**config.mk**
```make
export PLATFORM = sky130hd
export DESIGN_NAME = imm_gen_pipe
export DESIGN_NICKNAME = d
export VERILOG_FILES = /design/src/rtl/imm_gen_pipe.sv
export SDC_FILE = /design/constraint.sdc
export NUM_CORES = 1
export LEC_CHECK = 0
export CAP_MARGIN = 20
export CORE_ASPECT_RATIO = 1.75
export CORE_MARGIN = 2
export CORE_UTILIZATION = 50
export DETAILED_ROUTE_END_ITERATION = 6
export MAX_ROUTING_LAYER = met4
export PLACE_DENSITY = 0.8
export SYNTH_ARGS = -nofsm -noshare
export SYNTH_HDL_FRONTEND = slang
export SYNTH_SLANG_ARGS = --single-unit
export TNS_END_PERCENT = 100
```
**constraint.sdc**
```tcl
create_clock -name clk -period 2.7 [get_ports clk]
set_clock_uncertainty 0.2 [all_clocks]
set_input_delay 0.405 -clock clk [delete_from_list [all_inputs] [get_ports clk]]
set_output_delay 0.405 -clock clk [all_outputs]
set_load 0.03 [all_outputs]
```
**src/rtl/imm_gen_pipe.sv**
```systemverilog
// imm_gen_pipe: registered, handshaked RISC-V immediate generator for the
// decode stage (RV32I/RV64I). One instruction per cycle is decoded into its
// immediate, format code and an illegal flag. The result is returned with a
// sideband tag through an output register backed by a one-entry skid
// register, so the block keeps full throughput under backpressure.
//
// Ports:
//   clk, rst_n            clock, asynchronous active-low reset
//   in_valid / in_ready   input handshake; in_ready is a registered signal
//   instr, in_tag         instruction word and passthrough tag
//   out_valid / out_ready output handshake
//   imm, fmt, illegal     decoded immediate (XLEN), format code, illegal flag
//   out_tag               tag paired with the result
//   illegal_cnt           saturating count of illegal results delivered
module imm_gen_pipe #(
    parameter int XLEN  = 32,
    parameter int TAG_W = 32,
    parameter int CNT_W = 16
) (
    input  logic             clk,
    input  logic             rst_n,
    input  logic             in_valid,
    output logic             in_ready,
    input  logic [31:0]      instr,
    input  logic [TAG_W-1:0] in_tag,
    output logic             out_valid,
    input  logic             out_ready,
    output logic [XLEN-1:0]  imm,
    output logic [2:0]       fmt,
    output logic             illegal,
    output logic [TAG_W-1:0] out_tag,
    output logic [CNT_W-1:0] illegal_cnt
);

    if (XLEN != 32 && XLEN != 64) begin : g_bad_xlen
        $error("imm_gen_pipe: XLEN must be 32 or 64");
    end

    localparam logic [2:0] FMT_NONE  = 3'd0;
    localparam logic [2:0] FMT_I     = 3'd1;
    localparam logic [2:0] FMT_S     = 3'd2;
    localparam logic [2:0] FMT_B     = 3'd3;
    localparam logic [2:0] FMT_U     = 3'd4;
    localparam logic [2:0] FMT_J     = 3'd5;
    localparam logic [2:0] FMT_SHAMT = 3'd6;
    localparam logic [2:0] FMT_CSR   = 3'd7;

    function automatic logic [CNT_W-1:0] sat_inc(input logic [CNT_W-1:0] c);
        return (c == '1) ? c : c + CNT_W'(1);
    endfunction

    // Stage p0: combinational decode of the presented instruction.
    // Every immediate form fits in 32 bits, so it is built as a signed 32-bit
    // value and sign-extended once to XLEN; zero-extended forms (shamt, CSR)
    // have bit 31 clear so the extension leaves them positive.
    logic signed [31:0]     imm32_p0;
    logic        [2:0]      fmt_p0;
    logic                   ill_p0;
    logic        [XLEN-1:0] imm_p0;
    logic        [2:0]      funct3;

    assign funct3 = instr[14:12];

    always_comb begin
        imm32_p0 = '0;
        fmt_p0   = FMT_NONE;
        ill_p0   = 1'b0;
        case (instr[6:0])
            7'b0110011: ;
            7'b0000011, 7'b1100111: begin
                imm32_p0 = {{20{instr[31]}}, instr[31:20]};
                fmt_p0   = FMT_I;
            end
            7'b0010011: begin
                if (funct3 == 3'b001 || funct3 == 3'b101) begin
                    fmt_p0 = FMT_SHAMT;
                    if (XLEN == 32) begin
                        imm32_p0 = {27'b0, instr[24:20]};
                        if (instr[25]) ill_p0 = 1'b1;
                    end else begin
                        imm32_p0 = {26'b0, instr[25:20]};
                    end
                    // slli takes no funct7 bits; srli/srai differ only in bit 30
                    if (funct3 == 3'b001 && instr[31:26] != 6'b000000)
                        ill_p0 = 1'b1;
                    if (funct3 == 3'b101 && instr[31:26] != 6'b000000 &&
                        instr[31:26] != 6'b010000)
                        ill_p0 = 1'b1;
                end else begin
                    imm32_p0 = {{20{instr[31]}}, instr[31:20]};
                    fmt_p0   = FMT_I;
                end
            end
            7'b0100011: begin
                imm32_p0 = {{20{instr[31]}}, instr[31:25], instr[11:7]};
                fmt_p0   = FMT_S;
            end
            7'b1100011: begin
                imm32_p0 = {{19{instr[31]}}, instr[31], instr[7], instr[30:25],
                            instr[11:8], 1'b0};
                fmt_p0   = FMT_B;
            end
            7'b0110111, 7'b0010111: begin
                imm32_p0 = {instr[31:12], 12'b0};
                fmt_p0   = FMT_U;
            end
            7'b1101111: begin
                imm32_p0 = {{11{instr[31]}}, instr[31], instr[19:12], instr[20],
                            instr[30:21], 1'b0};
                fmt_p0   = FMT_J;
            end
            7'b1110011: begin
                imm32_p0 = {20'b0, instr[31:20]};
                fmt_p0   = FMT_CSR;
            end
            default: ill_p0 = 1'b1;
        endcase
    end

    assign imm_p0 = XLEN'(imm32_p0);

    // Stage p1: output register; p2: skid register (holds the entry accepted
    // while the output was stalled). The skid is only ever full when the
    // output register is also full.
    logic [XLEN-1:0]  imm_p1, imm_p2;
    logic [2:0]       fmt_p1, fmt_p2;
    logic             ill_p1, ill_p2;
    logic [TAG_W-1:0] tag_p1, tag_p2;
    logic             vld_p1, vld_p2;
    logic [CNT_W-1:0] cnt;
    logic             accept, consume;

    assign in_ready = ~vld_p2;
    assign accept   = in_valid & ~vld_p2;
    assign consume  = vld_p1 & out_ready;

    always_ff @(posedge clk or negedge rst_n) begin
        if (!rst_n) begin
            vld_p1 <= 1'b0;
            vld_p2 <= 1'b0;
            imm_p1 <= '0;
            fmt_p1 <= FMT_NONE;
            ill_p1 <= 1'b0;
            tag_p1 <= '0;
            imm_p2 <= '0;
            fmt_p2 <= FMT_NONE;
            ill_p2 <= 1'b0;
            tag_p2 <= '0;
            cnt    <= '0;
        end else begin
            if (vld_p2) begin
                if (consume) begin
                    imm_p1 <= imm_p2;
                    fmt_p1 <= fmt_p2;
                    ill_p1 <= ill_p2;
                    tag_p1 <= tag_p2;
                    vld_p2 <= 1'b0;
                end
            end else if (accept) begin
                if (!vld_p1 || consume) begin
                    imm_p1 <= imm_p0;
                    fmt_p1 <= fmt_p0;
                    ill_p1 <= ill_p0;
                    tag_p1 <= in_tag;
                    vld_p1 <= 1'b1;
                end else begin
                    imm_p2 <= imm_p0;
                    fmt_p2 <= fmt_p0;
                    ill_p2 <= ill_p0;
                    tag_p2 <= in_tag;
                    vld_p2 <= 1'b1;
                end
            end else if (consume) begin
                vld_p1 <= 1'b0;
            end
            // counted on delivery so a result discarded by reset is never counted
            if (consume && ill_p1) cnt <= sat_inc(cnt);
        end
    end

    assign out_valid   = vld_p1;
    assign imm         = imm_p1;
    assign fmt         = fmt_p1;
    assign illegal     = ill_p1;
    assign out_tag     = tag_p1;
    assign illegal_cnt = cnt;

endmodule

```
# == Word-level counts from Yosys, hierarchy flattened ==
# Cells that the tools add are included.
# W data, S select, Z words.
# word_totals
register_bits,154
input_bits,68
out_inout_bits,86
wordCells,83
# op_classes
n_addsub,1
eq_ne,16
mux,32
bitwise,5
reduce_logical,18
# op_table
op,n
$mux W32,9
$pmux W32 S7,1
$eq A7 B7 Y1 const B,4
$eq A7 B6 Y1 const B,3
$pmux W3 S7,1
$add A16 B1 Y16 const B,1
$eq A16 B16 Y1 const B,1
$mux W1,15
$mux W3,5
$eq A7 B5 Y1 const B,2
$reduce_and A3 Y1,3
$reduce_or A9 Y1,1
$eq A7 B2 Y1 const B,1
$ne A6 B5 Y1 const B,1
$reduce_bool A2 Y1,3
$reduce_bool A6 Y1,1
$logic_and A1 B1 Y1,4
$ne A2 B1 Y1 const B,2
$reduce_or A2 Y1,2
$eq A3 B1 Y1 const B,1
$eq A3 B3 Y1 const B,1
$not A1 Y1,3
$and A1 B1 Y1,2
$logic_or A1 B1 Y1,2
other kinds (3),3

# == Longest topological paths before layout ==
# Gate-level depths: netlist of the first run.
# depth
ltp_word,9
ltp_mapped,8
ltp_nobuf,6

# == Worst setup path before layout of the first run ==
# Ideal clock, no wire load.
# synth_path
kind,reg-to-reg
start,reg cnt[0] (netlist: illegal_cnt[0])
end,reg cnt[11] (netlist: illegal_cnt[11])
setup_ns,0.134
arrival_time_ns,1.753
t_required_ns,2.366
setup_slack_ns,0.613
stages_incl_launch_ff,7
path_buffers,0
period_less_slack_ns,2.087
cell_sequence,dfrtp_1 ha_1 and2_1 and2_1 a2111oi_4 nand4_1 xnor2_1
# synth_between
elab_chain_len,3
word_cells_on_any_way,4
cone_classes,1 x add/sub; 1 x eq/ne; 1 x bitwise; 1 x reduce/logical
# synth_lines
element,line,rtl
start: declaration,130,logic [CNT_W-1:0] cnt;
start signal: assignment,177,if (consume && ill_p1) cnt <= sat_inc(cnt);
branches (longest 3 deep; another with $add A16 B1 Y16),-,
# Parallel ways; which one is timed is not known.
# A chain may end at the register's enable or synchronous reset.

# == Worst setup path in the final report of the first run ==
# layout_path
start,reg vld_p2
end,out in_ready
# layout_between
elab_chain_len,1
# layout_lines
element,line,rtl
start: declaration,129,"logic vld_p1, vld_p2;"
start signal: assignment,140,vld_p2 <= 1'b0;
start signal: assignment,157,vld_p2 <= 1'b0;
start signal: assignment,171,vld_p2 <= 1'b1;
$not A1 Y1 (no source line),-,
end: declaration,23,"output logic in_ready,"
# Every way passes these cells.

==> impl_metrics.csv, run 1 <==
group,metric,value,unit
status,outcome,"complete, no violations",
synthesis,synthesis.area,0.00700,mm²
synthesis,async_flop_share,1.00,
hold_path,hp-class,"flop to flop",
synthesis,synth-main-ff-cell,"dfrtp_1",
sta,tightest_slew,0.900,ns
sta,setup_viol,0,
power_and_ir_drop,comb_power_share,0.424,
hold_path,holdPathEnd,"tag_p2[14]$_DFFE_PN0P_",
layout,area_growth_syn_to_layout,34.9,%
setup_path,cp-startpoint,"vld_p2$_DFF_PN0_",
power_and_ir_drop,seqPwrFrac,0.357,
clock_network,clock-sinks,154,
setup_path,endpoint_kind,"output pin",
layout,final_common_cell,"nand2_1",
synthesis,synth_edf_count,0,
layout,fill_cells,1038,
synthesis,synthTopCellsByArea,"dfrtp_1 55%, nand2_1 9.8%, mux2i_1 4.9%",
placement,hpwl,13700,µm
sta,max-slew-margin-rel,0.400,
sta,tns,0,ns
power_and_ir_drop,power_frac_clock,0.219,
setup_path,r2r-end,"imm[25]$_DFFE_PN0P_",
routing,antenna_left,0,
clock_network,cts_buffers,17,
run,cap_violations,0,
floorplan,die_w,93.5,µm
floorplan,start_util,0.509,
clock_network,ctsHtreeMaxLevel,4,
sta,period_needed,2.52,ns
synthesis,yosys_warnings,0,
setup_path,worstReg2RegStart,"vld_p2$_DFF_PN0_",
routing,drtIter0Drc,314,
grt,grt_pass1_wl,31700,µm
setup_path,critPathKind,"flop to output pin",
routing,vias,6091,
clock_network,tritoncts,"built",
layout,multi_input_area,0.00294,mm²
synthesis,synth_cells,728,
power_and_ir_drop,intPower,6.31,mW
layout,ff_latch_area,0.00385,mm²
setup_path,start_kind,"flop",
synthesis,ys_ff_latch,154,
grt,grt_usage,0.274,
placement,numPortBuffers,153,
routing,drc,0,
floorplan,ioPinCount,154,
routing,drtPass1Iterations,4,
floorplan,dieArea,0.0150,mm²
power_and_ir_drop,power.density,1120,mW/mm²
synthesis,yosysTopAreaCell,"dfrtp_1",
synthesis,synth-seq-area-share,0.550,
sta,report.final.slew_viol_count,0,
clock_network,clk_pin_slew,0.07,ns
floorplan,core.rowCount,57,
routing,drt_wl_total,19100,µm
placement,gp_congestion,0.954,
synthesis,synthesis.nets,797,
layout,final_cell_mix,"182 x nand2_1, 153 x dfrtp_1, 152 x clkdlybuf4s50_1",
power_and_ir_drop,power_switching,4.29,mW
power_and_ir_drop,vdd_ir_drop_max,0.718,mV
sta,period_share,0.932,
floorplan,die_h,161,µm
grt,overflow,0,
grt,antenna_found_initial,0,
power_and_ir_drop,switching_share,0.405,
hold_path,min_from,"tag_p2[14]$_DFFE_PN0P_",
synthesis,yosysTopAreaCellShare,0.550,
grt,grt_max_degree,70,
clock_network,root_buffer,"clkbuf_16",
synthesis,yosysUniqueCellTypes,60,
sta,rsz0062_at_grt,"no",
routing,routedWlPerCell,17.6,µm
sta,fmax,398,MHz
grt,grt_pass1_vias,6391,
synthesis,synth.avg_cell_area,9.62,µm²
power_and_ir_drop,total_power,10.6,mW
clock_network,clock_latency,0.41,ns
layout,nets,960,
clock_network,clk_path_buf_depth,2,
setup_path,crit_arrival,1.91,ns
setup_path,reg2reg_depth,5,
layout,drive_above_1_share,0.102,
power_and_ir_drop,leakage,4.17,nW
setup_path,critical_path.max_fanout,15,
layout,antennaDiodeCount,0,
hold_path,min_path_cells,2,
sta,holdWs,0.277,ns
sta,hold_violations,0,
floorplan,coreArea,0.0138,mm²
setup_path,required,2.10,ns
routing,post_drt_via_cell_ratio,5.63,
setup_path,ff2ff_setup_slack,0.40,ns
[layout make-up]
class	count	area share
sequential	154	0.408
multi-input combinational	523	0.311
timing repair buffer	188	0.193
clock buffer	17	0.0451
tap	177	0.0235
clock inverter	15	0.0164
inverter	7	0.00278
[stage by stage]
stage,worst slack (ns),util,std cells,area [µm²]
after floorplan,0.613,-,728,7000
after global placement,0.100,0.643,1048,8850
after detailed placement,0.0319,0.643,1048,8850
after CTS,0.162,0.686,1081,9440
after global routing,0.122,0.686,1081,9440
final,0.184,0.686,1081,9440
[synth_stat cells (all sizes together) (4+ instances only)]
master,instances
nand3,9
a22oi,4
nand4,4
inv,6
nor3,11
xnor2,9
buf,23
clkbuf,21
dfrtp,154
o21ai,77
a22o,6
a221o,6
mux2i,34
nor2,38
nor2b,4
and3,16
or3,20
xor2,5
a21oi,54
nand2,183
[cell families (layout without fill, tap and decap cells)]
group                      Yosys count  after routing  synth area share
muxes                               37             37            0.0534
AOI/OAI and AO/OA                  169            169             0.148
and+or+nand+nor                    302            302             0.199
DFF                                154            154             0.550
buffers and inverters               51            227            0.0306
adders and majority gates            1              1           0.00179
xor gates and xnor gates            14             14            0.0175
[power by group through the flow]
stage	Clock, mW	Sequential [mW]	Combinational, mW
after global routing	2.48	3.89	4.89
after global placement	0	3.76	4.35
after detailed placement	0	3.81	4.48
final	2.32	3.78	4.49
after floorplan	0	4.62	1.84
after CTS	2.37	3.78	4.52
[layer usage]
metal	GRT usage	part of all wire	routed length, µm
met1	0.309	0.38	7210
met2	0.462	0.53	10000
met3	0.0530	0.052	997
met4	0.128	0.044	832
met5	-	0	0
[worst max-delay path by stage]
| stage | end | slack, ns | depth (start not counted) |
|---|---|---|---|
| after floorplan | illegal_cnt[11]$_DFFE_PN0P_ | 0.61 | 6 |
| after global placement | imm[28]$_DFFE_PN0P_ | 0.1 | 6 |
| after detailed placement | imm[28]$_DFFE_PN0P_ | 0.03 | 5 |
| after CTS | in_ready | 0.16 | 2 |
| after global routing | in_ready | 0.12 | 2 |
| final | in_ready | 0.18 | 2 |
[repair_timing]
| item | 4_1_cts | 5_1_grt |
|---|---|---|
| endpoints found under the hold margin | 64 | 0 |
| hold buffers | 1 | 0 |
| gates resized for setup | 0 | 0 |
| buffers inserted | 0 | 0 |
[registers in the layout, indices dropped and copies added (netlist names)]
register     flops
illegal          1
tag_p2          32
ill_p2           1
imm             32
out_tag         32
fmt              3
imm_p2          32
illegal_cnt     16
vld_p2           1
fmt_p2           3
out_valid        1
[worst max-delay path, cell delays in order, from the launching register on]
cell and delay (ns):
dfrtp_2 0.51, inv_1 0.26, clkdlybuf4s50_1 0.73
Note: power is estimated with default switching activity, not from simulation.
==> run 2: changes to the inputs <==
- SKIP_LAST_GASP: not set -> 1
==> results of run 2 <==
The final DEF is identical to that of run 1; final timing and power are the same.
==> run 3: changes to the inputs <==
- DONT_BUFFER_PORTS: not set -> 1
- PLACE_DENSITY: 0.8 -> 0.66
==> run 3 against run 2 <==
The flow now finishes with violations (DRC, hold timing). Cell area fell by 13%. Worst setup slack improved by 0.23 ns. Non-clock buffer count is 129 lower. Count of clock-buffer cells in the layout is 2 higher. Power down 11%. Highest routed layer unchanged. Routed wire length down 5.7%.
==> impl_metrics.csv, run 3 (synthesized netlist as in run 1, its figures left out) <==
group,metric,value,unit
clock_network,clock-sinks,154,
hold_path,hp-class,"primary input to asynchronous set/reset pin",
floorplan,dieArea,0.0150,mm²
sta,fin_ws,0.414,ns
setup_path,cp-startpoint,"vld_p2$_DFF_PN0_",
setup_path,crit_arrival,2.37,ns
setup_path,endpoint_kind,"flop",
power_and_ir_drop,total_power,9.44,mW
placement,placedInstanceArea,0.00711,mm²
routing,vias,5388,
sta,period_needed,2.29,ns
placement,hpwl,12400,µm
run,cap_violations,0,
placement,dpl.cell_count,869,
grt,antenna_found_initial,0,
layout,fill_cells,1186,
layout,final_cell_mix,"182 x nand2_1, 153 x dfrtp_1, 53 x a21oi_1",
routing,drt_wl_total,18000,µm
grt,overflow,0,
clock_network,clk_path_buf_depth,2,
setup_path,worstReg2RegStart,"vld_p2$_DFF_PN0_",
sta,max-slew-margin-rel,0.353,
power_and_ir_drop,vdd_ir_drop_max,0.686,mV
routing,drtIter0Drc,213,
layout,antennaDiodeCount,0,
clock_network,clk_pin_slew,0.07,ns
clock_network,root_buffer,"clkbuf_16",
clock_network,post_cts_resized,0,
setup_path,reg2reg_depth,5,
sta,hold_violations,154,
grt,grt_pass1_wl,28900,µm
layout,layoutNonFillerInstCount,952,
sta,period_share,0.847,
sta,report.final.slew_viol_count,0,
status,violations,"DRC, hold timing",
layout,area_growth_syn_to_layout,17.1,%
routing,drtPass1Iterations,7,
clock_network,cts_buffers,17,
sta,holdWs,-0.524,ns
placement,gp_congestion,0.907,
clock_network,cts_setup_buffers,0,
placement,numPortBuffers,0,
routing,antenna_left,0,
clock_network,ctsHtreeMaxLevel,4,
setup_path,start_kind,"flop",
layout,final_common_cell,"nand2_1",
routing,post_drt_via_cell_ratio,5.66,
clock_network,ctsHoldBuffers,51,
layout,multi_input_area,0.00294,mm²
setup_path,critical_path.max_fanout,22,
floorplan,core.rowCount,57,
clock_network,tritoncts,"built",
grt,grt_pass1_vias,5644,
layout,ff_latch_area,0.00385,mm²
power_and_ir_drop,power.density,1150,mW/mm²
setup_path,critPathKind,"flop to flop",
clock_network,clock_latency,0.42,ns
layout,drive_above_1_share,0.0826,
power_and_ir_drop,leakage,3.66,nW
setup_path,r2r-end,"imm[17]$_DFFE_PN0P_",
layout,nets,831,
sta,tightest_slew,0.970,ns
floorplan,ioPinCount,154,
floorplan,die_h,161,µm
floorplan,die_w,93.5,µm
routing,routedWlPerCell,18.9,µm
routing,drc,1,
setup_path,ff2ff_setup_slack,0.41,ns
sta,fmax,438,MHz
sta,setup_viol,0,
placement,dp_slack,0.422,ns
floorplan,start_util,0.509,
sta,tns,0,ns
grt,grt_max_degree,155,
sta,rsz0062_at_grt,"no",
setup_path,required,2.78,ns
layout,finalInstanceArea,0.00820,mm²
grt,grt_usage,0.255,
floorplan,coreArea,0.0138,mm²
status,outcome,"complete, but fails checks",
==> run 3: cell count changes in the layout (fill, tap and decap cells not counted), sizes merged <==
cell	change
clkbuf	+2
inv	-3
clkinv	+1
buf	-27
clkdlybuf4s50	-152
dlygate4sd3	+50
==> run 3: metrics by stage <==
stage | util | hold WS [ns]
after floorplan | - | -0.0906
after global placement | 0.517 | -0.0877
after detailed placement | 0.517 | -0.0874
after CTS | 0.596 | -0.534
after global routing | 0.596 | -0.546
final | 0.596 | -0.524
==> run 3: area by class of cell <==
| type | count | share of cell area |
|---|---|---|
| repair buffers | 59 | 0.0711 |
| well taps | 177 | 0.0270 |
| flip-flops and latches | 154 | 0.470 |
| inverters | 7 | 0.00320 |
| multi-input cells | 523 | 0.358 |
| clock buffers | 19 | 0.0540 |
| clock inverters | 13 | 0.0163 |
==> run 3: power by group <==
group          total [mW]  internal [mW]  switching (mW)
sequential           4.82           3.21            1.61
combinational        2.31          0.919            1.39
clock                2.31           1.32           0.995
==> run 3: per-layer routing <==
metal | routed length [µm] | vias to the layer above | GRT usage
met2 | 9600 | 176 | 0.444
li1 | - | 2576 | -
met4 | 512 | 0 | 0.104
met3 | 1040 | 36 | 0.0647
met1 | 6830 | 2600 | 0.271
met5 | 0 | - | -
==> run 3: worst max-delay path by stage <==
stage	end	depth (start not counted)
6_report	imm[17]$_DFFE_PN0P_	5
5_1_grt	imm[12]$_DFFE_PN0P_	5
4_1_cts	imm[17]$_DFFE_PN0P_	5
3_5_place_dp	imm[17]$_DFFE_PN0P_	5
3_3_place_gp	imm[18]$_DFFE_PN0P_	5
2_1_floorplan	illegal_cnt[11]$_DFFE_PN0P_	6
==> run 3: critical path: stages, from the launching register on <==
cell	delay, ns
dfrtp_2	0.54
inv_1	0.15
buf_4	0.29
nand2_1	0.40
nor2_2	0.44
a21oi_1	0.12
